===== config.mk =====
export PLATFORM = sky130hd
export DESIGN_NAME = move_arbiter_flat
export DESIGN_NICKNAME = d
export VERILOG_FILES = /design/src/rtl/move_arbiter_if.sv /design/src/rtl/move_arbiter.sv /design/src/flat_wrapper.sv
export SDC_FILE = /design/constraint.sdc
export NUM_CORES = 1
export LEC_CHECK = 0
export ABC_CLOCK_PERIOD_IN_PS = 3000
export CAP_MARGIN = 20
export CORE_MARGIN = 4
export CORE_UTILIZATION = 50
export DETAILED_ROUTE_END_ITERATION = 10
export PLACE_DENSITY = 0.79
export SLEW_MARGIN = 5
export SYNTH_ARGS = -nofsm -noshare
export SYNTH_HDL_FRONTEND = slang
export SYNTH_SLANG_ARGS = --single-unit

===== constraint.sdc =====
create_clock -name clk -period 3 [get_ports clk]
set_clock_uncertainty 0.2 [all_clocks]
set_input_delay 0.6 -clock clk [delete_from_list [all_inputs] [get_ports clk]]
set_output_delay 0.6 -clock clk [all_outputs]
set_load 0.03 [all_outputs]

===== src/rtl/move_arbiter_if.sv =====
// Board-side bundle for move_arbiter: switch/occupancy inputs in, store strobes and status out.
interface move_arbiter_if;
  logic [8:0] cuadro;
  logic       randomClick;
  logic       enable;
  logic       turnoX;
  logic [8:0] x;
  logic [8:0] o;
  logic [8:0] almacenar_x;
  logic [8:0] almacenar_o;
  logic       move_ok;
  logic       move_bad;
  logic       busy;

  modport master (
    output cuadro, randomClick, enable, turnoX, x, o,
    input  almacenar_x, almacenar_o, move_ok, move_bad, busy
  );

  modport slave (
    input  cuadro, randomClick, enable, turnoX, x, o,
    output almacenar_x, almacenar_o, move_ok, move_bad, busy
  );
endinterface


===== src/rtl/move_arbiter.sv =====
// Turns a human square press or an automatic-move request into a single one-hot store strobe
// for X or O, rejecting occupied/ambiguous presses and full boards.
module move_arbiter (
  input  logic          clk,
  input  logic          reset,
  move_arbiter_if.slave bus
);

  typedef enum logic [1:0] {StIdle, StSearch, StCommit, StSettle} state_e;

  state_e     state_q, state_d;
  logic [3:0] idx_q, idx_d;
  logic [3:0] probe_q, probe_d;
  logic [3:0] try_q, try_d;
  logic [8:0] cuadro_q, cuadro_d;
  logic       rand_q, rand_d;
  logic [8:0] sq_q, sq_d;
  logic       turn_q, turn_d;
  logic       bad_q, bad_d;

  logic [8:0] cuadro_rise;
  logic       rand_rise;
  logic [8:0] occ;
  logic [8:0] probe_oh;
  logic       one_hot;
  logic       probe_free;

  assign cuadro_rise = bus.cuadro & ~cuadro_q;
  assign rand_rise   = bus.randomClick & ~rand_q;
  assign occ         = bus.x | bus.o;
  assign probe_oh    = 9'd1 << probe_q;
  assign one_hot     = (cuadro_rise != '0) && ((cuadro_rise & (cuadro_rise - 9'd1)) == '0);
  assign probe_free  = (probe_oh & occ) == '0;

  always_ff @(posedge clk or negedge reset) begin
    if (!reset) begin
      state_q  <= StIdle;
      idx_q    <= '0;
      probe_q  <= '0;
      try_q    <= '0;
      cuadro_q <= '0;
      rand_q   <= 1'b0;
      sq_q     <= '0;
      turn_q   <= 1'b0;
      bad_q    <= 1'b0;
    end else begin
      state_q  <= state_d;
      idx_q    <= idx_d;
      probe_q  <= probe_d;
      try_q    <= try_d;
      cuadro_q <= cuadro_d;
      rand_q   <= rand_d;
      sq_q     <= sq_d;
      turn_q   <= turn_d;
      bad_q    <= bad_d;
    end
  end

  always_comb begin
    state_d  = state_q;
    idx_d    = (idx_q == 4'd8) ? 4'd0 : idx_q + 4'd1;
    probe_d  = probe_q;
    try_d    = try_q;
    cuadro_d = bus.cuadro;
    rand_d   = bus.randomClick;
    sq_d     = sq_q;
    turn_d   = turn_q;
    bad_d    = 1'b0;
    unique case (state_q)
      StIdle: begin
        if (bus.enable) begin
          // A square press outranks a simultaneous random request.
          if (cuadro_rise != '0) begin
            if (one_hot && ((cuadro_rise & occ) == '0)) begin
              sq_d    = cuadro_rise;
              turn_d  = bus.turnoX;
              state_d = StCommit;
            end else begin
              bad_d = 1'b1;
            end
          end else if (rand_rise) begin
            probe_d = idx_q;
            turn_d  = bus.turnoX;
            try_d   = '0;
            state_d = StSearch;
          end
        end
      end
      StSearch: begin
        if (!bus.enable) begin
          state_d = StIdle;
        end else if (probe_free) begin
          sq_d    = probe_oh;
          state_d = StCommit;
        end else if (try_q == 4'd8) begin
          // Ninth occupied probe: every square has been visited.
          bad_d   = 1'b1;
          state_d = StIdle;
        end else begin
          probe_d = (probe_q == 4'd8) ? 4'd0 : probe_q + 4'd1;
          try_d   = try_q + 4'd1;
        end
      end
      StCommit: state_d = StSettle;
      StSettle: state_d = StIdle;
      default:  state_d = StIdle;
    endcase
  end

  always_comb begin
    bus.almacenar_x = '0;
    bus.almacenar_o = '0;
    bus.move_ok     = 1'b0;
    bus.move_bad    = bad_q;
    bus.busy        = (state_q != StIdle);
    if (state_q == StCommit) begin
      bus.move_ok = 1'b1;
      if (turn_q) bus.almacenar_x = sq_q;
      else        bus.almacenar_o = sq_q;
    end
  end

endmodule


===== src/flat_wrapper.sv =====
// flat-port wrapper written by rule: the top's interface ports become plain ports
module move_arbiter_flat 
  (clk, reset, bus_cuadro, bus_randomClick, bus_enable, bus_turnoX, bus_x, bus_o, bus_almacenar_x, bus_almacenar_o, bus_move_ok, bus_move_bad, bus_busy);
  move_arbiter_if bus_i ();
  input  logic clk;
  input  logic reset;
  input wire logic [$bits(bus_i.cuadro)-1:0] bus_cuadro;
  input wire logic [$bits(bus_i.randomClick)-1:0] bus_randomClick;
  input wire logic [$bits(bus_i.enable)-1:0] bus_enable;
  input wire logic [$bits(bus_i.turnoX)-1:0] bus_turnoX;
  input wire logic [$bits(bus_i.x)-1:0] bus_x;
  input wire logic [$bits(bus_i.o)-1:0] bus_o;
  output wire logic [$bits(bus_i.almacenar_x)-1:0] bus_almacenar_x;
  output wire logic [$bits(bus_i.almacenar_o)-1:0] bus_almacenar_o;
  output wire logic [$bits(bus_i.move_ok)-1:0] bus_move_ok;
  output wire logic [$bits(bus_i.move_bad)-1:0] bus_move_bad;
  output wire logic [$bits(bus_i.busy)-1:0] bus_busy;
  assign bus_i.cuadro = bus_cuadro;
  assign bus_i.randomClick = bus_randomClick;
  assign bus_i.enable = bus_enable;
  assign bus_i.turnoX = bus_turnoX;
  assign bus_i.x = bus_x;
  assign bus_i.o = bus_o;
  assign bus_almacenar_x = bus_i.almacenar_x;
  assign bus_almacenar_o = bus_i.almacenar_o;
  assign bus_move_ok = bus_i.move_ok;
  assign bus_move_bad = bus_i.move_bad;
  assign bus_busy = bus_i.busy;
  move_arbiter u_core (.clk(clk), .reset(reset), .bus(bus_i));
endmodule

==> results of run 1 <==
report_power, final:
group          internal [mW]  total (mW)  switching [mW]
logic                  0.432       0.887           0.455
clock network          0.209       0.368           0.158
registers              0.587       0.709           0.123
total                   1.23        1.96           0.736
per-layer routing:
layer / vias to the layer above / global-route usage [%] / routed length, µm
met3: 8 / 4.32 / 278
met2: 54 / 34.7 / 2540
li1: 950 / - / -
met5: - / 0 / 0
met1: 891 / 25.5 / 2300
met4: 0 / 6.52 / 71
per-stage QoR:
| stage | std cells | total power, mW |
|---|---|---|
| finish | 346 | 1.96 |
| global placement | 338 | 1.56 |
| detailed placement | 338 | 1.59 |
| global route | 346 | 2.10 |
| CTS | 346 | 1.96 |
| floorplan | 228 | 1.27 |
area by class of cell:
class	count	area [µm²]
Inverter	12	45.0
Sequential cell	35	876
Tap cell	50	62.6
Fill cell	334	1170
Clock buffer	8	100
Multi-Input combinational cell	174	1260
Timing Repair Buffer	67	633
state kept, by name, summed over array words and instances (netlist names):
register,flops
u_core.bus.move_bad,1
u_core.cuadro_q,9
u_core.idx_q,4
u_core.probe_q,4
u_core.rand_q,1
u_core.sq_q,9
u_core.state_q,2
u_core.try_q,4
u_core.turn_q,1
cells in the final DEF, fill, tap and decap left out, drive strengths merged, types with 3 or more instances in the layout:
master / n
nand2: 18
dfrtp: 35
mux2: 7
a31oi: 3
ha: 10
clkdlybuf4s50: 52
buf: 15
mux2i: 6
and3: 11
o22ai: 5
nand3: 7
clkbuf: 8
nand3b: 3
inv: 12
and2: 11
o21ai: 14
or2: 7
a21oi: 10
nor2: 12
nand2b: 7
nand4: 3
nor2b: 11
worst max-delay path by stage:
stage | startpoint | slack, ns | end
after floorplan | u_core.probe_q[0]$_DFFE_PN0P_ | 0.41 | u_core.sq_q[8]$_DFFE_PN0P_
after global placement | bus_cuadro[0] | -0.1 | u_core.sq_q[3]$_DFFE_PN0P_
after detailed placement | bus_cuadro[0] | -0.16 | u_core.sq_q[3]$_DFFE_PN0P_
after CTS | u_core.state_q[1]$_DFFE_PN0P_ | 0.02 | bus_almacenar_o[2]
after global routing | u_core.state_q[1]$_DFFE_PN0P_ | 0.05 | bus_almacenar_o[2]
final | u_core.state_q[1]$_DFFE_PN0P_ | 0.19 | bus_almacenar_o[2]
logic make-up (layout without fill, tap and decap cells):
group / count (synthesis) / after routing / synth area share (%)
AND/OR/NAND/NOR: 101 / 101 / 28.0
AO/OA/AOI/OAI: 48 / 48 / 14.6
flip-flops: 35 / 35 / 39.6
buffers and inverters: 19 / 87 / 3.96
multiplexers: 13 / 13 / 7.29
adder cells (fa/ha/maj): 11 / 11 / 6.11
XOR/XNOR: 1 / 1 / 0.396
synth_stat cells (all sizes together):
cell type,instances
mux2i,6
a21oi,10
a22oi,1
a221o,1
nand2b,7
a2111oi,1
a222oi,1
clkbuf,4
xor2,1
a31oi,3
buf,3
nor3b,2
a31o,1
mux2,7
o2111ai,2
o22ai,5
or3,2
or2,7
a32oi,1
nand4,3
and2b,2
nor2,12
o21ai,14
a211oi,1
nor2b,11
nand2,18
dfrtp,35
and3b,1
o311ai,2
o22a,1
o211ai,1
o31a,1
inv,12
o31ai,1
and2,11
a21boi,1
maj3,1
nor4,2
ha,10
nand3b,3
nand3,7
and3,11
nor3,1
or3b,1
==> results.txt, run 1 <==
The antenna diode instance count came out at 0. The data required time of the worst path came out at 2.20 ns. The terminus of the critical flop-to-flop path is u_core.sq_q[6]$_DFFE_PN0P_. The number of cells on the worst reg-to-reg path is 8. The root buffer cell is clkbuf_8. The final count of pins violating max slew was 0. The path category of the worst min-delay check is reg -> reg. The number of maximum-capacitance constraint violations came out at 0.

The critical path in this run is classified as reg -> out. The maximum root-to-sink buffer count is 2. After floorplanning, the core was divided into 23 placement rows.

The number of input and output port buffers inserted came out at 52. The worst supply voltage drop on vdd came out at just over 0.4 mV. The number of vias per cell after detailed routing came out at around 5.5. The kind of end point of the critical path is a primary output. The number of gates on the worst path with buffers counted came out at 4. The routed via count is 1903. The share of layout cells above drive strength 1 came out at about 17%.

The number of nets handed over by synthesis was 270. The clock slew seen by the registers of the worst setup and hold paths is ~0.070 ns. The final clock period utilization by the worst path came out at between 90% and 100%. At the placement stage, the worst setup path has a slack of -0.160 ns. TritonCTS built the clock tree. The count of nets left with antenna violations after detail routing came out at 0.

The horizontal die dimension came out at between 70 and 80 µm. The core occupancy in the finished layout is a little under three quarters. The clock tree synthesis step divided the H-tree into 2 levels. After layout, the minimum clock period comes to ~2.8 ns. The startpoint identified for the worst register-to-register timing path is u_core.probe_q[1]$_DFFE_PN0P_. The cell depth of the worst hold path came out at 1.

The proportion of synthesized chip area in sequential cells is between 30% and 40%. Setup repair after global routing left no endpoint under its margin. Hold repair after CTS inserted 0 buffers.

The delay of the slowest cell on the worst path is roughly 0.67 ns. The placed wire-length estimate after detailed placement is approximately 4100 µm. The worst-margin pin slew is ~0.43 ns. The die covers 5560 µm².

The wire length of the first global-routing pass came out at between 8000 and 9000 µm. The critical path data arrival time came out at ~2.0 ns. The tightest slew margin relative to the limit came out at between 70% and 80%. The effective utilization at floorplan is a little over half.

The average detailed-routed wire length per instance came out at roughly 15 µm. Traced cell by cell, the critical path runs through nor2b_1, nor2b_4, and2_1, clkdlybuf4s50_1. The area growth from synthesis to layout is 34.5%. The later pin in the worst-skew pair is clocked with a latency of approximately 0.28 ns. The pin count of the biggest net entering global routing came out at 36. After clock tree synthesis, the setup repair step added 0 buffers. The highest net fanout along the worst path is 9. The post-route setup TNS came out at 0 ns. The via count of the first global-routing pass came out at approximately 1.9k. The final routed wirelength across all metal layers came out at between 5000 and 6000 µm. With fillers left out, the area of the finished cells amounts to 2980 µm². Post-CTS repair changed the size of 0 cells. The remaining global-route overflow came out at 0. The total count of hold-check failures in the final report is 0. The cell leakage power came out at ~1.3 nW. The setup slack of the critical path after layout is ~0.19 ns.

The destination of the worst hold path is u_core.idx_q[0]$_DFF_PN0_. The number of top-level pins came out at 53. The number of register bits inferred by synthesis is 35.

The run finished with clean final reports. The number of warnings issued by yosys came out at 0. The area of the mapped netlist is 2210 µm². The share of synthesized area in the top cell type comes to 39.6%. The combined buffer and inverter count along the critical path came out at 1. The iteration count of the initial detailed-routing pass is 4. The initial antenna violation count is 0. Summed over all instances, the cell type with the most area after synthesis is dfrtp_1. After synthesis, the mean cell area works out to 9.71 µm². Buffers inserted during clock tree synthesis total 5.

Across all register-to-register paths, the minimum setup slack is about 0.24 ns. The startpoint identified for the worst hold timing path is u_core.idx_q[0]$_DFF_PN0_. The vertical die dimension came out at between 70 and 80 µm. The worst setup path is launched from a register. The final hold slack is roughly 0.32 ns. On the critical path the largest part of the delay comes from buffers and inverters.

In the post-synthesis netlist, the biggest area contributors are dfrtp_1 (40%), ha_1 (5.7%), mux2_4 (4.1%), and2_1 (3.1%), and3_1 (3.1%). The power density of the placed cells came out at 660 nW/µm². In the final design database the tool counted roughly 340 nets.

The total clock sinks came out at 35. The cell type of the slowest stage on the worst timing path is clkdlybuf4s50_1. At the end of routability-driven placement, the weighted congestion stood at 0.890. The detailed router finished its first iteration with between 80 and 90 violations. The final-report setup violation count is 0.

The DRC violation count after routing is 0. Global routing used about a fifth of the available tracks across all layers. The number of unique standard cell types used by synthesis is 52. The synthesized instance count is 228. The total area inside the core boundary comes to 4140 µm². The fmax came out at approximately 0.36 GHz. The post-place instance area came out at 2870 µm².
Note: power is estimated with default switching activity, not from simulation.
==> inputs of run 2 (changes only) <==
--- a/config.mk
+++ b/config.mk
@@ -10,7 +10,7 @@
 export CORE_MARGIN = 4
 export CORE_UTILIZATION = 50
 export DETAILED_ROUTE_END_ITERATION = 10
-export PLACE_DENSITY = 0.79
+export PLACE_DENSITY = 0.91
 export SLEW_MARGIN = 5
 export SYNTH_ARGS = -nofsm -noshare
 export SYNTH_HDL_FRONTEND = slang
==> run 2 against run 1 <==
  * Hold slack worse by 0.011 ns
  * Global-route usage is 0.75 points higher
  * Combinational power is 3.9% lower
  * Sequential power is 2% higher
  * Via count is 1.7% higher
  * Die area stayed put
  * Flip-flop and latch count stayed put
==> results.txt, run 2 (synthesis gave the netlist of run 1 again) <==
The flow ran to the end, and the final reports show no timing, DRC or antenna violations. The number of top-level pins came out at 53 (unchanged). The delay of the slowest cell on the worst path is 0.42 ns (-0.25 ns).

The wire length of the first global-routing pass came out at 8860 µm (+2.5%). The top cell types in the final layout, fill and taps aside, are clkdlybuf4s50_1 (52), dfrtp_1 (35), nand2_1 (18). The share of layout cells above drive strength 1 came out at 15.5% (-1.4 points). The pin count of the biggest net entering global routing is 36 (unchanged).

The critical path startpoint category is a primary input. The data required time of the worst path came out at 3.01 ns (+0.81 ns). The antenna diode instance count was 0 (unchanged). The number of vias per cell after detailed routing is 5.67 (+3.2%). The total power after layout is 1.95 mW (-0.98%). The average detailed-routed wire length per instance is 15.9 µm (+5.6%). STA classifies the critical path endpoint as a register. The highest net fanout along the worst path was 7 (-2).

Setup repair after global routing left no endpoint under its margin. The iteration count of the initial detailed-routing pass is 4 (unchanged). The area of all placed cells without fillers is 2940 µm² (-1.3%).

The routed via count came out at 1935 (+1.7%). The deepest level of the CTS H-tree is 2 (unchanged). The final-report setup violation count is 0 (unchanged). The number of buffers inserted by hold repair at cts is 0 (unchanged). The vertical die dimension is 74.5 µm (unchanged). The combined global-route utilization of all metal layers came out at 21.0% (+0.75 points). The remaining global-route overflow came out at 0 (unchanged). The total clock sinks came out at 35 (unchanged). The number of DRC markers in iteration 0 is 128 (+52%).

The clock network fraction of design power came out at 19.1% (+0.4 points). The portion of total power attributed to combinational logic came out at 43.8% (-1.4 points). The number of nets in the finished design is 332 (-1.5%). The TritonCTS buffer count came to 5 (unchanged). The core area is 4140 µm² (unchanged). The clock latency at the later pin of the worst-skew pair came out at 0.29 ns (about the same).

The library cell used most frequently in the layout, excluding fill and tap cells, is clkdlybuf4s50_1. The power spent charging and discharging nets came out at 0.743 mW (+0.92%). The area of the die is 5560 µm² (unchanged). The number of input and output port buffers inserted came to 52 (unchanged). The maximum root-to-sink buffer count came to 2 (unchanged). The largest registers in the layout are u_core.cuadro_q x9, u_core.sq_q x9. The count of nets left with antenna violations after detail routing came to 0 (unchanged). The internal power contribution came out at 1.20 mW (-2.1%). The critical path is of the in -> reg type. The shortest clock period the worst path allows after layout came out at 2.80 ns (-0.00723 ns).

The fmax is 0.357 GHz (+0.26%). The sequential share of power is 37.1% (+1.0 points). In this design, the critical path's most frequently occurring cell is mux2i_1.

The switching share of power is 38.2% (+0.72 points). The number of filler instances in the final layout is 341 (+2.1%). The number of maximum-capacitance constraint violations came out at 0 (unchanged). The last weighted congestion value of the routability-driven placer is 0.888 (-0.24%). The count of standard-cell rows is 23 (unchanged). The clock slew seen by the registers of the worst setup and hold paths is 0.07 ns (about the same). The effective utilization at floorplan came to 53.4% (unchanged). The tightest slew margin relative to the limit is 71.2% (about the same).

The placed wire-length estimate after detailed placement came out at 4240 µm (+3.0%). The setup slack of the critical path after layout came out at 0.198 ns (+0.00723 ns). The final count of pins violating max slew came out at 0 (unchanged). The worst-margin pin slew is 0.432 ns (+0.000901 ns). The power density of the placed cells is 662 nW/µm² (+0.28%).

The total count of hold-check failures in the final report came out at 0 (unchanged). TritonCTS built the clock tree. The via count of the first global-routing pass is 1942 (+1.4%).

The worst hold path belongs to the class reg -> reg. The post-route setup TNS is 0 ns (unchanged). The critical path data arrival time was 2.81 ns (+0.80 ns). The critical path goes through clkdlybuf4s50_1, nor2b_2, or3_1, mux2i_1, o21ai_0, and3_1, o21ai_4, buf_4, mux2i_1. The slowest stage of the critical path belongs to the cell clkdlybuf4s50_1. The initial antenna violation count came out at 0 (unchanged). The pre-CTS setup slack came to -0.194 ns (-0.0340 ns). The core occupancy in the finished layout is 70.9% (-0.91 points). The cell leakage power came out at 1.33 nW (-1.8%).

The final clock period utilization by the worst path is 93.4% (-0.24 points). The worst supply voltage drop on vdd is 0.359 mV (-13%). The DRC violation count after routing is 0 (unchanged). The post-CTS setup repair buffer count was 0 (unchanged). The root buffer cell chosen for the clock tree is clkbuf_8. The horizontal die dimension came out at 74.5 µm (unchanged). The post-place instance area is 2830 µm² (-1.3%). The final routed wirelength across all metal layers came to 5410 µm (+4.1%). The area growth from synthesis to layout is 32.8%.
run 2: cell types whose count changed in the layout (fill, tap and decap cells not counted), sizes merged:
cell  delta
buf      -5
run 2: worst paths after layout:
check / start / to / slack [ns] / cells after the start
max reg2reg: u_core.probe_q[0]$_DFFE_PN0P_ / u_core.sq_q[0]$_DFFE_PN0P_ / 0.20 / 8
min reg2reg: u_core.idx_q[0]$_DFF_PN0_ / u_core.idx_q[0]$_DFF_PN0_ / 0.31 / 1
min: u_core.idx_q[0]$_DFF_PN0_ / u_core.idx_q[0]$_DFF_PN0_ / 0.31 / 1
max: bus_cuadro[0] / u_core.sq_q[1]$_DFFE_PN0P_ / 0.20 / 9
max in group asynchronous: reset / u_core.cuadro_q[5]$_DFF_PN0_ / 1.76 / 2
min in group asynchronous: reset / u_core.bus.move_bad$_DFF_PN0_ / 0.52 / 2
run 2: power by group through the flow:
| stage | logic [mW] | registers, mW | clock network (mW) |
|---|---|---|---|
| final | 0.852 | 0.721 | 0.372 |
| after global routing | 0.934 | 0.740 | 0.402 |
| after CTS | 0.847 | 0.716 | 0.379 |
| after detailed placement | 0.841 | 0.724 | 0 |
| after global placement | 0.807 | 0.709 | 0 |
| after floorplan | 0.587 | 0.681 | 0 |
run 2: area by class of cell:
type	instances	area, µm²	share of cell area, %
inverters	12	45.0	1.53
multi-input cells	174	1260	42.9
flip-flops and latches	35	876	29.8
clock buffers	8	100	3.41
repair buffers	62	596	20.3
well taps	50	62.6	2.13
run 2: routing by layer:
| metal | share of wire, % | global-route usage (%) |
|---|---|---|
| met1 | 41 | 25.4 |
| met2 | 50 | 36.0 |
| met4 | 1.6 | 8.30 |
| met3 | 7.1 | 5.14 |
| met5 | 0 | 0 |
run 2: per-stage QoR:
| stage | cells | hold slack (ns) |
|---|---|---|
| after floorplan | 228 | 0.104 |
| after global placement | 333 | 0.290 |
| after detailed placement | 333 | 0.300 |
| after CTS | 341 | 0.309 |
| after global routing | 341 | 0.330 |
| final | 341 | 0.306 |
run 2: critical path: cells and delay by family:
kind / cells / cell delay, ns
buffers and inverters: 2 / 0.63
AO/OA/AOI/OAI: 2 / 0.47
multiplexers: 2 / 0.31
AND/OR/NAND/NOR: 3 / 0.80
run 2: timing repair:
item	CTS	global route
gates resized for setup	0	3
endpoints found under the hold margin	0	0
setup endpoints to repair	0	19
==> inputs of run 3 (changes only) <==
--- a/config.mk
+++ b/config.mk
@@ -5,13 +5,16 @@
 export SDC_FILE = /design/constraint.sdc
 export NUM_CORES = 1
 export LEC_CHECK = 0
+export ABC_AREA = 0
 export ABC_CLOCK_PERIOD_IN_PS = 3000
 export CAP_MARGIN = 20
 export CORE_MARGIN = 4
 export CORE_UTILIZATION = 50
+export CTS_CLUSTER_SIZE = 14
 export DETAILED_ROUTE_END_ITERATION = 10
 export PLACE_DENSITY = 0.91
 export SLEW_MARGIN = 5
 export SYNTH_ARGS = -nofsm -noshare
 export SYNTH_HDL_FRONTEND = slang
 export SYNTH_SLANG_ARGS = --single-unit
+export TNS_END_PERCENT = 30
==> results of run 3 <==
No change in the layout: final DEF, timing and power equal those of run 2.
